==> config.mk <==
export PLATFORM = sky130hd
export DESIGN_NAME = counter_ctrl
export DESIGN_NICKNAME = d
export VERILOG_FILES = /design/src/rtl/counter_ctrl.sv
export SDC_FILE = /design/constraint.sdc
export NUM_CORES = 1
export LEC_CHECK = 0
export CAP_MARGIN = 20
export CORE_ASPECT_RATIO = 0.9
export CORE_MARGIN = 10
export CORE_UTILIZATION = 56
export CTS_CLUSTER_SIZE = 8
export DETAILED_ROUTE_END_ITERATION = 16
export PLACE_DENSITY = 0.81
export SETUP_SLACK_MARGIN = 0.3
export SYNTH_ARGS = -nofsm -noshare
export SYNTH_HDL_FRONTEND = slang
export SYNTH_SLANG_ARGS = --single-unit
==> constraint.sdc <==
create_clock -name clk -period 2.32 [get_ports clk]
set_input_delay 0.232 -clock clk [delete_from_list [all_inputs] [get_ports clk]]
set_output_delay 0.232 -clock clk [all_outputs]
set_load 0.1 [all_outputs]
==> src/rtl/counter_ctrl.sv <==
`default_nettype none
// ============================================================================
// Module      : counter_ctrl
// Description : Front-end control stage for a 4-bit up/down counter. It
//               synchronizes and debounces the raw pushbuttons and switches,
//               detects press edges and generates auto-repeat count strobes.
//               All outputs are registered.
// Revision    : 1.0 - initial release
// ============================================================================
module counter_ctrl #(
    parameter int DEBOUNCE_CYC = 16,
    parameter int REPEAT_DELAY = 64,
    parameter int REPEAT_RATE  = 16
) (
    input  logic       clk,
    input  logic       reset,
    input  logic       btn_up,
    input  logic       btn_dn,
    input  logic       btn_load,
    input  logic [3:0] sw_data,
    output logic       load,
    output logic       count_en,
    output logic       up,
    output logic [3:0] data_in
);

    // Button slots inside the packed per-button vectors
    localparam int c_idx_up = 0;
    localparam int c_idx_dn = 1;
    localparam int c_idx_ld = 2;

    localparam int c_db_w    = $clog2(DEBOUNCE_CYC + 1);
    localparam int c_tmr_max = (REPEAT_DELAY > REPEAT_RATE) ? REPEAT_DELAY : REPEAT_RATE;
    localparam int c_tmr_w   = $clog2(c_tmr_max);

    localparam logic [c_db_w-1:0]  c_db_last      = c_db_w'(DEBOUNCE_CYC - 1);
    localparam logic [c_db_w-1:0]  c_db_one       = c_db_w'(1);
    localparam logic [c_tmr_w-1:0] c_delay_reload = c_tmr_w'(REPEAT_DELAY - 1);
    localparam logic [c_tmr_w-1:0] c_rate_reload  = c_tmr_w'(REPEAT_RATE - 1);
    localparam logic [c_tmr_w-1:0] c_tmr_one      = c_tmr_w'(1);

    typedef enum logic [1:0] {
        ST_IDLE   = 2'd0,
        ST_DELAY  = 2'd1,
        ST_REPEAT = 2'd2
    } state_t;

    logic [2:0]        w_btn_raw;
    logic [2:0]        r_btn_s1;
    logic [2:0]        r_btn_s2;
    logic [3:0]        r_sw_s1;
    logic [3:0]        r_sw_s2;
    logic [2:0]        r_deb;
    logic [c_db_w-1:0] r_db_cnt [3];
    logic [2:0]        r_lvl;
    logic [2:0]        r_rise;

    state_t             r_state;
    logic [c_tmr_w-1:0] r_timer;

    logic w_up_lvl;
    logic w_dn_lvl;
    logic w_ld_lvl;
    logic w_up_rise;
    logic w_dn_rise;
    logic w_ld_rise;
    logic w_abort;

    assign w_btn_raw = {btn_load, btn_dn, btn_up};

    // Two-flop synchronizers for every raw button and switch bit
    always_ff @(posedge clk) begin
        if (reset) begin
            r_btn_s1 <= '0;
            r_btn_s2 <= '0;
            r_sw_s1  <= '0;
            r_sw_s2  <= '0;
        end else begin
            r_btn_s1 <= w_btn_raw;
            r_btn_s2 <= r_btn_s1;
            r_sw_s1  <= sw_data;
            r_sw_s2  <= r_sw_s1;
        end
    end

    // Per-button debounce: toggle only after DEBOUNCE_CYC consecutive differing samples
    always_ff @(posedge clk) begin
        if (reset) begin
            r_deb <= '0;
            for (int i = 0; i < 3; i++) begin
                r_db_cnt[i] <= '0;
            end
        end else begin
            for (int i = 0; i < 3; i++) begin
                if (r_btn_s2[i] == r_deb[i]) begin
                    r_db_cnt[i] <= '0;
                end else if (r_db_cnt[i] == c_db_last) begin
                    r_deb[i]    <= ~r_deb[i];
                    r_db_cnt[i] <= '0;
                end else begin
                    r_db_cnt[i] <= r_db_cnt[i] + c_db_one;
                end
            end
        end
    end

    // Registered debounced levels and rising-edge strobes, kept cycle-aligned
    always_ff @(posedge clk) begin
        if (reset) begin
            r_lvl  <= '0;
            r_rise <= '0;
        end else begin
            r_lvl  <= r_deb;
            r_rise <= r_deb & ~r_lvl;
        end
    end

    assign w_up_lvl  = r_lvl[c_idx_up];
    assign w_dn_lvl  = r_lvl[c_idx_dn];
    assign w_ld_lvl  = r_lvl[c_idx_ld];
    assign w_up_rise = r_rise[c_idx_up];
    assign w_dn_rise = r_rise[c_idx_dn];
    assign w_ld_rise = r_rise[c_idx_ld];

    // The held direction is whatever 'up' was set to by the first pulse
    assign w_abort = w_ld_lvl |
                     (up ? (~w_up_lvl | w_dn_lvl) : (~w_dn_lvl | w_up_lvl));

    // Direction FSM with repeat timer; load strobe and data capture share this block
    always_ff @(posedge clk) begin
        if (reset) begin
            r_state  <= ST_IDLE;
            r_timer  <= '0;
            load     <= 1'b0;
            count_en <= 1'b0;
            up       <= 1'b1;
            data_in  <= '0;
        end else begin
            load     <= 1'b0;
            count_en <= 1'b0;

            if (w_ld_rise) begin
                load    <= 1'b1;
                data_in <= r_sw_s2;
            end

            if (w_ld_lvl) begin
                // A held load suppresses counting and cancels any repeat
                r_state <= ST_IDLE;
            end else begin
                case (r_state)
                    ST_IDLE: begin
                        if (w_up_rise && !w_dn_lvl) begin
                            count_en <= 1'b1;
                            up       <= 1'b1;
                            r_timer  <= c_delay_reload;
                            r_state  <= ST_DELAY;
                        end else if (w_dn_rise && !w_up_lvl) begin
                            count_en <= 1'b1;
                            up       <= 1'b0;
                            r_timer  <= c_delay_reload;
                            r_state  <= ST_DELAY;
                        end
                    end
                    ST_DELAY, ST_REPEAT: begin
                        if (w_abort) begin
                            r_state <= ST_IDLE;
                        end else if (r_timer == '0) begin
                            count_en <= 1'b1;
                            r_timer  <= c_rate_reload;
                            r_state  <= ST_REPEAT;
                        end else begin
                            r_timer <= r_timer - c_tmr_one;
                        end
                    end
                    default: begin
                        r_state <= ST_IDLE;
                    end
                endcase
            end
        end
    end

endmodule
`default_nettype wire

==> flow_metrics.py, run 1 <==
metrics = {
    "grt": {
        "grt_pass1_vias": 1408,
        "grt_max_degree": 20,
        "grt_overflow": 0,
        "grt_pass1_wl_um": 6370,
        "track_usage": 0.116,
        "antenna_found_initial": 0,
    },
    "route": {
        "final_antenna_net_count": 0,
        "viasPerCell": 5.17,
        "routed_wl_um": 3620,
        "drt_first_pass_iters": 4,
        "drcViolationCount": 0,
        "dr.first_iter.drc_count": 50,
        "route.vias.total": 1459,
        "routedWlPerCell_um": 12.8,
    },
    "layout": {
        "fillers": 307,
        "fin_util": 0.672,
        "fin_nets": 253,
        "antennaDiodeCount": 0,
        "drive_gt1_frac": 0.0932,
        "fin_cells": 282,
        "synthToLayoutAreaGrowth_pct": 16.1,
    },
    "clocking": {
        "clk_latency_ns": 0.31,
        "post_cts_resized": 0,
        "cts_tree": "done",
        "clockBufferDepth": 2,
        "clockRootBuffer": "clkbuf_8",
        "cts.sinks": 53,
        "cts_max_level": 2,
        "cts_setup_buffers": 0,
        "path_clk_slew_ns": 0.10,
        "cts_made_buffers": 5,
        "hold_buffers": 0,
    },
    "place": {
        "hpwlAfterDp_um": 2680,
        "io_buffers": 15,
        "finalWeightedCongestion": 0.823,
        "placed_cells": 274,
    },
    "floorplan": {
        "coreArea_um2": 3730,
        "die-area_um2": 6740,
        "pin_count": 16,
        "dieWidth_um": 85.4,
        "rows": 21,
        "die_y_um": 78.9,
        "start_util": 0.578,
    },
    "min_path": {
        "min_path_type": "register to register",
    },
    "sta": {
        "slew_headroom": 0.655,
        "period_share": 0.780,
        "finalHoldWorstSlack_ns": 0.443,
        "finalHoldViolCount": 0,
        "setup_tns_ns": 0,
        "finalMaxSlewViolations": 0,
        "finClkSkew_ns": 0.00493,
        "setup_viol": 0,
        "period_needed_ns": 1.81,
        "fmax_mhz": 553,
        "rsz0062_at_grt": "no",
        "worstMarginPinSlew_ns": 0.515,
    },
    "setup_path": {
        "cp-start-kind": "register",
        "cp.arrival_ns": 2.01,
        "crit_type": "register to register",
        "critPathCaptureType": "register",
        "reg2reg_slack_ns": 0.51,
        "crit_fanout": 6,
        "cp.required_ns": 2.52,
    },
    "yosys": {
        "synth_area_um2": 2160,
        "synth-main-ff-cell": "dfxtp_1",
        "synth-edff-count": 15,
        "synth_cell_types": 38,
        "synth_simple_gate_area_share": 0.198,
        "synth_top_family_by_area": "simple AND/OR/NAND/NOR gates",
        "ys_seq_elements": 53,
        "synth_compound_area_frac": 0.0864,
        "yosysSeqAreaShare": 0.561,
        "synth-adder-area-share": 0.0522,
        "muxShareOfSynthArea": 0.0325,
        "syn-instance-count": 201,
        "synth_warnings": 0,
        "synth_xor_area_frac": 0.0365,
        "syn_area_per_cell_um2": 10.7,
        "synthArstFlopShare": 0,
    },
    "run": {
        "max_cap_violations": 0,
    },
    "pwr": {
        "max-vdd-ir-drop_mv": 0.436,
        "p_leak_uw": 0.00100,
        "p_per_area_nw_per_um2": 670,
        "total_power_uw": 1680,
    },
    "status": {
        "status": "finished clean",
    },
}
==> cell usage after synthesis, drive strengths merged (2+ instances only) <==
cell | number | area (um2)
dfxtp | 38 | 761
inv | 13 | 48.8
nand2 | 2 | 7.51
a31oi | 4 | 40.0
edfxtp | 15 | 450
a211o | 3 | 26.3
nor3 | 3 | 15.0
o311ai | 2 | 17.5
or3 | 4 | 25.0
clkbuf | 4 | 15.0
xor2 | 3 | 26.3
mux2i | 7 | 70.1
ha | 9 | 113
o21ai | 4 | 20.0
nand3 | 6 | 30.0
nor2 | 28 | 105
nor2b | 20 | 125
nor4 | 2 | 12.5
and3 | 6 | 37.5
xnor2 | 6 | 52.6
a21oi | 4 | 20.0
nand2b | 3 | 18.8
a311oi | 2 | 17.5
==> routing by layer <==
metal  track usage  part of all wire  vias up
met5             0                 0        -
met4        0.0789             0.022        0
met3        0.0296             0.032        8
met2         0.186              0.48       12
met1         0.133              0.47      689
li1              -                 -      750
==> cell families after synthesis <==
kind of cell | count (synthesis)
DFF | 53
buffers and inverters | 18
AOI/OAI and AO/OA | 24
other | 1
adders and majority gates | 9
xor gates and xnor gates | 9
and+or+nand+nor | 80
muxes | 7
==> power by group <==
part	internal, uW	total [uW]	switching [uW]
logic	58.1	121	63.2
registers	983	1000	20.1
clock network	248	555	307
total	1290	1680	390
==> critical path: stages, from the launching register on <==
cell and delay [ns]:
dfxtp_1 0.37, inv_1 0.06, ha_1 0.41, inv_1 0.09, a211o_1 0.36, o311ai_1 0.31
o21ai_1 0.11
==> area by class of cell <==
cell class / count / area, um2 / area share
flip-flops and latches: 53 / 1210 / 0.484
multi-input cells: 144 / 932 / 0.372
repair buffers: 18 / 155 / 0.0619
clock buffers: 6 / 82.6 / 0.0330
well taps: 46 / 57.6 / 0.0230
inverters: 13 / 48.8 / 0.0195
clock inverters: 2 / 17.5 / 0.00699
==> flip-flops by register name, indices dropped and copies added, names as in the netlist <==
name,flops
r_rise,3
r_deb,3
up,1
r_sw_s2,4
r_timer,6
count_en,1
r_btn_s1,3
r_sw_s1,4
r_state,2
r_db_cnt,15
r_lvl,3
data_in,4
load,1
r_btn_s2,3
==> cell usage in the layout, fill, tap and decap left out, types with 6 or more instances in the layout <==
master,synthesis,routed
conb_1,1,15
nand3_1,6,6
mux2i_1,7,7
inv_1,13,13
and3_1,6,6
nor2b_1,20,20
clkdlybuf4s50_1,0,8
clkbuf_8,0,6
nor2_1,28,28
xnor2_1,6,6
edfxtp_1,15,15
dfxtp_1,38,37
ha_1,9,9
buf_4,0,10
==> path summary, 6_finish.rpt <==
check / from / to / depth (start not counted)
max: r_state[0]$_SDFFE_PP0P_ / r_timer[4]$_SDFFE_PP0P_ / 6
min: r_sw_s1[1]$_SDFF_PP0_ / r_sw_s2[1]$_SDFF_PP0_ / 1
max reg2reg: r_state[0]$_SDFFE_PP0P_ / r_timer[4]$_SDFFE_PP0P_ / 6
min reg2reg: r_sw_s1[1]$_SDFF_PP0_ / r_sw_s2[1]$_SDFF_PP0_ / 1
==> stage by stage <==
step           setup slack, ns  cell area, um2
2_1_floorplan            0.516            2210
3_3_place_gp             0.569            2410
3_5_place_dp             0.532            2410
4_1_cts                  0.514            2510
5_1_grt                  0.344            2510
6_report                 0.510            2510
(Power assumes the default switching activity.)
==> run 2, diff against run 1 <==
CORE_UTILIZATION = 51   (was 56)
PLACE_DENSITY = 0.78   (was 0.81)
clock period = 1.55 ns   (was 2.32 ns; I/O delays follow)
==> run 2 against run 1 <==
  * The run now ends with setup timing left
  * Wire length increased by 39%
  * Non-clock buffer count is 36 higher
  * Fmax increased by 7.7%
  * Cell count grew 13%
  * First-iteration DRC count rose by 72%
  * Flip-flop and latch count is the same
  * Power rose by 66%
  * Die area is 7.4% higher
  * Hold slack worse by 0.067 ns
  * Critical path type unchanged
  * Largest cell class unchanged
==> flow_metrics.py, run 2 (same netlist as run 1, synthesis figures left out) <==
metrics = {
    "layout": {
        "antennaDiodeCount": 0,
        "final_cell_mix": "dfxtp_1, buf_4, nor2b_1",
        "synthToLayoutAreaGrowth_pct": 47.6,
        "fillers": 244,
        "largestRegisters": "r_db_cnt x15, r_timer x6",
        "drive_gt1_frac": 0.379,
        "regMostFlops": "r_db_cnt",
        "fin_util": 0.782,
        "layout_commonest_cell": "dfxtp_1",
        "fin_nets": 289,
        "largest_register_ffs": 15,
        "stdcell_area_um2": 3190,
    },
    "pwr": {
        "p_per_area_nw_per_um2": 873,
        "p_int_uw": 2100,
        "p_sw_uw": 678,
        "max-vdd-ir-drop_mv": 0.774,
        "p_leak_uw": 0.00125,
        "clkPwrFrac": 0.356,
        "total_power_uw": 2780,
        "combPwrFrac": 0.102,
        "pwr-share-seq": 0.541,
        "netSwitchingFraction": 0.244,
    },
    "route": {
        "routedWlPerCell_um": 15.7,
        "drcViolationCount": 0,
        "final_antenna_net_count": 0,
        "viasPerCell": 5.24,
        "drt_first_pass_iters": 4,
        "routed_wl_um": 5010,
        "dr.first_iter.drc_count": 86,
        "route.vias.total": 1677,
    },
    "setup_path": {
        "crit_type": "register to register",
        "reg2reg_slack_ns": -0.13,
        "worst-path-stages": 6,
        "cp_slowest_stage_delay_ns": 0.41,
        "worstRegToRegCells": 6,
        "cp-start-kind": "register",
        "cp.arrival_ns": 1.93,
        "critPathMostFrequentCell": "buf_4",
        "cp_slowest_cell": "or3b_4",
        "critPathCaptureType": "register",
        "cp.required_ns": 1.80,
        "cp_top_family": "simple AND/OR/NAND/NOR gates",
        "r2r-start": "r_lvl[1]$_SDFF_PP0_",
        "crit_fanout": 4,
        "path_cells": "or3b_4 -> buf_4 -> a211oi_4 -> buf_4 -> o21ai_0 -> nor2_1",
        "critical_path_buf_inv_count": 2,
        "r2r_end": "r_state[1]$_SDFFE_PP0P_",
    },
    "sta": {
        "finClkSkew_ns": 0.00992,
        "period_share": 1.08,
        "setup_viol": 24,
        "finalHoldViolCount": 0,
        "fmax_mhz": 595,
        "setup_slack_ns": -0.131,
        "rsz0062_at_grt": "yes",
        "finalMaxSlewViolations": 0,
        "period_needed_ns": 1.68,
        "setup_tns_ns": -1.28,
    },
    "status": {
        "status": "complete, but fails checks",
        "violations": "setup timing",
    },
    "grt": {
        "antenna_found_initial": 0,
        "grt_pass1_wl_um": 7370,
        "track_usage": 0.131,
        "grt_max_degree": 19,
        "grt_pass1_vias": 1640,
        "grt_overflow": 0,
    },
    "place": {
        "placed_area_um2": 2690,
        "io_buffers": 15,
        "hpwlAfterDp_um": 2810,
        "finalWeightedCongestion": 0.779,
    },
    "min_path": {
        "holdPathEnd": "r_sw_s1[3]$_SDFF_PP0_",
        "min_path_cells": 2,
        "hold_start": "sw_data[3]",
        "min_path_type": "input port to register",
    },
    "clocking": {
        "cts.sinks": 53,
        "cts_made_buffers": 5,
        "cts_tree": "done",
        "clockBufferDepth": 2,
        "path_clk_slew_ns": 0.11,
        "clk_latency_ns": 0.32,
        "clockRootBuffer": "clkbuf_8",
        "cts_max_level": 2,
    },
    "floorplan": {
        "pin_count": 16,
        "die_y_um": 81.7,
        "dieWidth_um": 88.6,
        "die-area_um2": 7240,
        "start_util": 0.530,
        "coreArea_um2": 4070,
        "rows": 22,
    },
    "run": {
        "max_cap_violations": 0,
    },
}
## run 2: cell types whose count changed in the layout (fill, tap and decap cells not counted), moves of 7 or more
cell,previous run,this run
buf_6,0,9
buf_12,0,7
ha_1,9,2
nor2_2,0,9
buf_4,10,30
nor2_1,28,16
## run 2: metal layers
layer	vias up	track usage	share of wire
met2	42	0.233	0.55
met5	-	0	0
met4	0	0.0581	0.023
met1	805	0.142	0.39
li1	819	-	-
met3	11	0.0366	0.037
## run 2: worst reg2reg max path, delay by kind of cell (launching register included)
family                 cells  cell delay [ns]
AND/OR/NAND/NOR            2             0.53
flip-flops                 1             0.36
buffers and inverters      2             0.33
AO/OA/AOI/OAI              2             0.40
## run 2: worst max-delay path by stage
stage / slack, ns / endpoint / start
after floorplan: -0.08 / r_state[0]$_SDFFE_PP0P_ / up$_SDFFE_PP1P_
after global placement: -0.01 / r_db_cnt[2][0]$_SDFFCE_PN0P_ / r_db_cnt[2][0]$_SDFFCE_PN0P_
after detailed placement: -0.07 / r_timer[4]$_SDFFE_PP0P_ / r_lvl[1]$_SDFF_PP0_
after CTS: -0.04 / r_timer[4]$_SDFFE_PP0P_ / r_lvl[1]$_SDFF_PP0_
after global routing: -0.18 / r_state[1]$_SDFFE_PP0P_ / r_lvl[1]$_SDFF_PP0_
final: -0.13 / r_state[1]$_SDFFE_PP0P_ / r_lvl[1]$_SDFF_PP0_
## run 2: through the flow
stage               worst slack, ns  cells  hold slack (ns)
global route                 -0.179    320            0.380
floorplan                   -0.0806    215            0.234
CTS                         -0.0378    309            0.378
finish                       -0.131    320            0.377
global placement           -0.00989    293            0.417
detailed placement          -0.0698    293            0.427
## run 2: area by class of cell
| type | count | area (um2) | share of cell area |
|---|---|---|---|
| tap | 48 | 60.1 | 0.0189 |
| multi-input combinational | 144 | 1190 | 0.374 |
| inverter | 13 | 48.8 | 0.0153 |
| clock inverter | 3 | 50.0 | 0.0157 |
| sequential | 53 | 1220 | 0.383 |
| timing repair buffer | 54 | 547 | 0.172 |
| clock buffer | 5 | 68.8 | 0.0216 |
## run 2: timing repair
item	CTS	global route
gates cloned	0	0
resized for setup	19	33
pin swaps	12	12
setup buffers	8	11
endpoints found under the setup margin	28	28
hold buffers	0	0
## run 2: power groups by stage
stage | sequential, uW | clock (uW) | combinational, uW
global route | 1510 | 1050 | 309
finish | 1510 | 991 | 284
global placement | 1530 | 0 | 197
detailed placement | 1530 | 0 | 203
CTS | 1500 | 985 | 222
floorplan | 1520 | 0 | 142
